$ cat src/rtl/sa_mac_seq.sv
// sa_mac_seq: time-shares one saturating signed MAC to compute
// sat(bias + sum(sat(act_i * weight_i))) over a streamed operand sequence.
// Operands arrive on a valid/ready stream; the result leaves on a
// valid/ready port together with a sticky "any clamp occurred" flag.

// Combinational saturating MAC: clamp(acc + clamp(act * weight)).
module sa_mac #(
  parameter int MUL_DATAWIDTH = 8,
  parameter int ADD_DATAWIDTH = 16
) (
  input  logic signed [MUL_DATAWIDTH-1:0] act,
  input  logic signed [MUL_DATAWIDTH-1:0] weight,
  input  logic signed [ADD_DATAWIDTH-1:0] acc,
  output logic signed [ADD_DATAWIDTH-1:0] sum
);

  localparam int M = MUL_DATAWIDTH;
  localparam int A = ADD_DATAWIDTH;

  logic signed [2*M-1:0] prod_full_s;
  logic signed [M-1:0]   prod_clamp_s;
  logic signed [A:0]     sum_wide_s;

  // Full-width product, product clamp, widened add and final clamp.
  always_comb begin
    prod_full_s  = $signed({{M{act[M-1]}}, act}) * $signed({{M{weight[M-1]}}, weight});
    prod_clamp_s = prod_full_s[M-1:0];
    sum_wide_s   = {(A+1){1'b0}};
    sum          = {A{1'b0}};
    // Upper M+1 bits must all match the sign for the product to fit.
    if ((&prod_full_s[2*M-1:M-1]) || !(|prod_full_s[2*M-1:M-1])) begin
      prod_clamp_s = prod_full_s[M-1:0];
    end else if (prod_full_s[2*M-1]) begin
      prod_clamp_s = {1'b1, {(M-1){1'b0}}};
    end else begin
      prod_clamp_s = {1'b0, {(M-1){1'b1}}};
    end
    sum_wide_s = {acc[A-1], acc} + {{(A-M+1){prod_clamp_s[M-1]}}, prod_clamp_s};
    // One bit of headroom: the two top bits differ only on overflow.
    if (sum_wide_s[A] == sum_wide_s[A-1]) begin
      sum = sum_wide_s[A-1:0];
    end else if (sum_wide_s[A]) begin
      sum = {1'b1, {(A-1){1'b0}}};
    end else begin
      sum = {1'b0, {(A-1){1'b1}}};
    end
  end

endmodule

// Sequencer wrapping the MAC with a start/operand/result handshake FSM.
module sa_mac_seq #(
  parameter int MUL_DATAWIDTH = 8,
  parameter int ADD_DATAWIDTH = 16,
  parameter int LEN_WIDTH     = 8
) (
  input  logic                     i_clk,
  input  logic                     i_rst,
  input  logic                     i_start,
  input  logic [LEN_WIDTH-1:0]     i_len,
  input  logic [ADD_DATAWIDTH-1:0] i_bias,
  output logic                     o_busy,
  input  logic                     i_valid,
  output logic                     o_ready,
  input  logic [MUL_DATAWIDTH-1:0] i_act,
  input  logic [MUL_DATAWIDTH-1:0] i_weight,
  output logic [ADD_DATAWIDTH-1:0] o_result,
  output logic                     o_result_valid,
  input  logic                     i_result_ready,
  output logic                     o_sat
);

  localparam int M = MUL_DATAWIDTH;
  localparam int A = ADD_DATAWIDTH;
  localparam int L = LEN_WIDTH;

  localparam logic [1:0] ST_IDLE  = 2'd0;
  localparam logic [1:0] ST_ACCUM = 2'd1;
  localparam logic [1:0] ST_HOLD  = 2'd2;

  localparam logic [L-1:0] LEN_ZERO = {L{1'b0}};
  localparam logic [L-1:0] LEN_ONE  = {{(L-1){1'b0}}, 1'b1};

  logic [1:0]    state_r;
  logic [A-1:0]  acc_r;
  logic [L-1:0]  count_r;
  logic          sat_r;

  logic [A-1:0]  mac_sum_s;
  logic          accept_s;
  logic          step_sat_s;
  logic [2*M-1:0] chk_prod_s;
  logic [M-1:0]  chk_prod_clamp_s;
  logic [A:0]    chk_sum_s;

  sa_mac #(
    .MUL_DATAWIDTH (M),
    .ADD_DATAWIDTH (A)
  ) u_mac (
    .act    (i_act),
    .weight (i_weight),
    .acc    (acc_r),
    .sum    (mac_sum_s)
  );

  // Operand handshake and clamp detection for the step being accepted.
  always_comb begin
    accept_s         = (state_r == ST_ACCUM) && i_valid;
    chk_prod_s       = $signed({{M{i_act[M-1]}}, i_act}) * $signed({{M{i_weight[M-1]}}, i_weight});
    chk_prod_clamp_s = chk_prod_s[M-1:0];
    step_sat_s       = 1'b0;
    if ((&chk_prod_s[2*M-1:M-1]) || !(|chk_prod_s[2*M-1:M-1])) begin
      chk_prod_clamp_s = chk_prod_s[M-1:0];
    end else begin
      // Product does not fit; use the saturated value for the add stage.
      chk_prod_clamp_s = chk_prod_s[2*M-1] ? {1'b1, {(M-1){1'b0}}} : {1'b0, {(M-1){1'b1}}};
      step_sat_s       = 1'b1;
    end
    chk_sum_s = {acc_r[A-1], acc_r} + {{(A-M+1){chk_prod_clamp_s[M-1]}}, chk_prod_clamp_s};
    if (chk_sum_s[A] != chk_sum_s[A-1]) begin
      step_sat_s = 1'b1;
    end else begin
      step_sat_s = step_sat_s;
    end
  end

  // Control FSM plus accumulator, remaining count and sticky clamp flag.
  always_ff @(posedge i_clk) begin
    if (i_rst) begin
      state_r <= ST_IDLE;
      acc_r   <= {A{1'b0}};
      count_r <= LEN_ZERO;
      sat_r   <= 1'b0;
    end else begin
      case (state_r)
        ST_IDLE: begin
          if (i_start) begin
            count_r <= i_len;
            acc_r   <= i_bias;
            sat_r   <= 1'b0;
            state_r <= (i_len != LEN_ZERO) ? ST_ACCUM : ST_HOLD;
          end
        end
        ST_ACCUM: begin
          if (accept_s) begin
            acc_r   <= mac_sum_s;
            count_r <= count_r - LEN_ONE;
            sat_r   <= sat_r | step_sat_s;
            // Leaving at count 1 means the count never reaches a wrap.
            if (count_r == LEN_ONE) begin
              state_r <= ST_HOLD;
            end
          end
        end
        ST_HOLD: begin
          if (i_result_ready) begin
            state_r <= ST_IDLE;
          end
        end
        default: begin
          state_r <= ST_IDLE;
          acc_r   <= {A{1'b0}};
          count_r <= LEN_ZERO;
          sat_r   <= 1'b0;
        end
      endcase
    end
  end

  // Outputs decode registered state only; result fields are zero outside HOLD.
  assign o_busy         = (state_r != ST_IDLE);
  assign o_ready        = (state_r == ST_ACCUM);
  assign o_result_valid = (state_r == ST_HOLD);
  assign o_result       = (state_r == ST_HOLD) ? acc_r : {A{1'b0}};
  assign o_sat          = (state_r == ST_HOLD) ? sat_r : 1'b0;

endmodule

$ cat config.mk
export PLATFORM = sky130hd
export DESIGN_NAME = sa_mac_seq
export DESIGN_NICKNAME = d
export VERILOG_FILES = /design/src/rtl/sa_mac_seq.sv
export SDC_FILE = /design/constraint.sdc
export NUM_CORES = 1
export LEC_CHECK = 0
export BUFFER_PORTS_ARGS = -buffer_cell sky130_fd_sc_hd__buf_2
export CAP_MARGIN = 20
export CORE_ASPECT_RATIO = 0.8
export CORE_UTILIZATION = 59
export DETAILED_ROUTE_END_ITERATION = 12
export PLACE_DENSITY_LB_ADDON = 0.3
export SYNTH_ARGS = -nofsm -noshare
export SYNTH_HDL_FRONTEND = slang
export SYNTH_SLANG_ARGS = --single-unit
export TNS_END_PERCENT = 20
$ cat constraint.sdc
create_clock -name i_clk -period 18.7 [get_ports i_clk]
set_input_delay 3.74 -clock i_clk [delete_from_list [all_inputs] [get_ports i_clk]]
set_output_delay 3.74 -clock i_clk [all_outputs]
set_load 0.005 [all_outputs]
==> results.tsv <==
metric	value	unit
Sink Count	27	
RR Startpoint	acc_r[0]	
commonest non-fill, non-tap cell in the layout	inv_1	
DR WL/cell	14.7	um
Skew-Pair Late Insertion Delay	0.29	ns
status	finished clean	
Vias/cell	5.79	
Worst-Margin Slew	1.05	ns
hold crit path type	reg2reg	
fin crit share	63.8	%
RSZ-0062 raised after global routing	no	
initial antenna violation count	0	
io pins	65	
number of post-CTS setup repair buffers	0	
number of remaining DRC errors	0	
hpwl dp	9.57	mm
DRT iter0 DRCs	347	
drt pass-1 iters	5	
vias	4579	
Slew Limit Fails	0	
Crit Path Class	in2reg	
Die Wd	106	um
crit path max fanout	14	
final setup violating endpoints	0	
# port buffers	64	
Final min period	11.93	ns
Area growth syn-to-layout	8.43	%
Core Rows	29	
synth unique cells	58	
Synth Area per Inst	8.07	um2
Seq cells post-synth	27	
Max Clk Rate	83.8	MHz
Critical-path top delay cell	xor2_1	
largest net degree at the start of global routing	28	
Detailed Route WL	11.7	mm
total track usage	27.3	%
syn nets	782	
layout cells sized above 1	12.9	%
nets@finish	833	
Root Buffer	clkbuf_8	
R2R cell count	11	
GRT Residual Overflow	0	
ys flop type	dfxtp_1	
Num CTS Buffers	3	
Post-Syn Area	0.00511	mm2
Initial Util	62.5	%
Core Box Area	0.00816	mm2
Worst Setup End Kind	flip-flop	
Fin Setup TNS	0	ns
Startpoint Class	input port	
YS warnings	0	
Die Area	0.00903	mm2
Relative slew margins	29.9	%
Critical Path Max Stage Delay	0.73	ns
data required time of the worst path	18.85	ns
Post-synth EDFFs	0	
n_diodes	0	
Final ANT Viol Nets	0	
Final Skew	0.0114	ns
gpl congestion	0.896	
Async S/R FF share, synth	0	%
hold violation count in the final report	0	
most frequent cells in the layout	102 x inv_1, 64 x buf_2, 58 x and2_1, 56 x nor2_1, 56 x fa_1	
sequential fraction of the synthesis area	10.6	%
vias in the first global route	4375	
die height	85.2	um
Hold Buf Count CTS	0	
HP Start	count_r[7]	
CTS resizes	0	
Data arrival, critical path	12.08	ns
hold depth	2	
CTS tree	built	
Gate Count Post-Synth	633	
max cap viols	0	
clk buf depth	2	
Clock transition at path regs	0.11	ns
htree depth	1	
first-pass GRT wire length	20.1	mm
crit path from	i_weight[3]	
==> metrics by stage <==
stage	std cells	instance area (um2)	setup slack, ns	hold slack [ns]	util [%]
floorplan	633	5110	7.82	0.450	-
global placement	787	5490	6.84	0.471	67.2
detailed placement	787	5490	6.51	0.479	67.2
CTS	791	5540	6.80	0.494	67.8
global route	791	5540	6.29	0.537	67.8
finish	791	5540	6.77	0.495	67.8
==> cell families after synthesis <==
group	count (synthesis)	share of synthesized area [%]
compound gates	144	20.1
xor+xnor	34	5.98
fa+ha+maj	104	33.7
buf+inv	121	9.16
flops	27	10.6
mux	4	0.784
simple gates	199	19.7
==> sequential cells by signal, indices dropped and copies added, names as in the netlist <==
signal   flops
acc_r       16
count_r      8
state_r      2
sat_r        1
==> layer usage <==
layer,global-route usage (%),wire length [um]
met4,4.92,157
met3,3.15,520
met1,40.0,5500
met5,0,0
met2,44.1,5490
==> Yosys cell counts (2+ instances only) <==
cell	n	share of area, %
o211ai_1	2	0.29
nor2b_1	4	0.49
ha_1	48	12
a211oi_1	8	1.2
and3_1	3	0.37
nor4_1	7	0.86
nand2b_1	3	0.37
nor3_1	11	1.1
nand2_1	39	2.9
dfxtp_1	27	11
nand3_1	7	0.69
xnor2_1	21	3.6
nand4b_1	2	0.34
or3_1	2	0.24
mux2i_1	4	0.78
o21a_1	5	0.74
a311oi_1	2	0.34
a31oi_1	2	0.24
o2111ai_1	2	0.34
a31o_1	2	0.34
a21oi_1	41	4.0
o22a_1	2	0.34
nor3b_1	2	0.29
clkbuf_1	14	1.0
o21bai_1	5	0.74
a211oi_2	11	2.7
inv_1	102	7.5
o21ai_0	17	1.7
nor3_2	2	0.39
o21ai_1	4	0.39
o22ai_1	3	0.37
a221oi_1	4	0.69
xor2_1	12	2.1
buf_2	2	0.20
fa_1	56	22
a21o_1	21	3.1
and2_1	58	7.1
nor2_1	56	4.1
==> area by class of cell <==
| cell class | instances | area (um2) |
|---|---|---|
| multi-input combinational | 485 | 4100 |
| fill | 729 | 2630 |
| sequential | 27 | 541 |
| inverter | 102 | 383 |
| timing repair buffer | 65 | 328 |
| tap | 108 | 135 |
| clock buffer | 3 | 41.3 |
| clock inverter | 1 | 5.00 |
==> worst max-delay path, delay by kind of cell <==
kind,cells,cell delay (ns)
AOI/OAI and AO/OA,8,2.00
xor gates and xnor gates,2,1.39
adders and majority gates,7,3.18
buffers and inverters,6,0.49
and+or+nand+nor,7,1.23
==> worst paths after layout <==
| check | endpoint | slack, ns |
|---|---|---|
| setup / recovery | acc_r[14] | 6.77 |
| hold / removal | count_r[7] | 0.50 |
| setup reg to reg | acc_r[14] | 15.15 |
| hold reg to reg | count_r[7] | 0.50 |
Power is not shown: default switching activity piles up to over one toggle a cycle in this logic, so the estimate is an artifact.
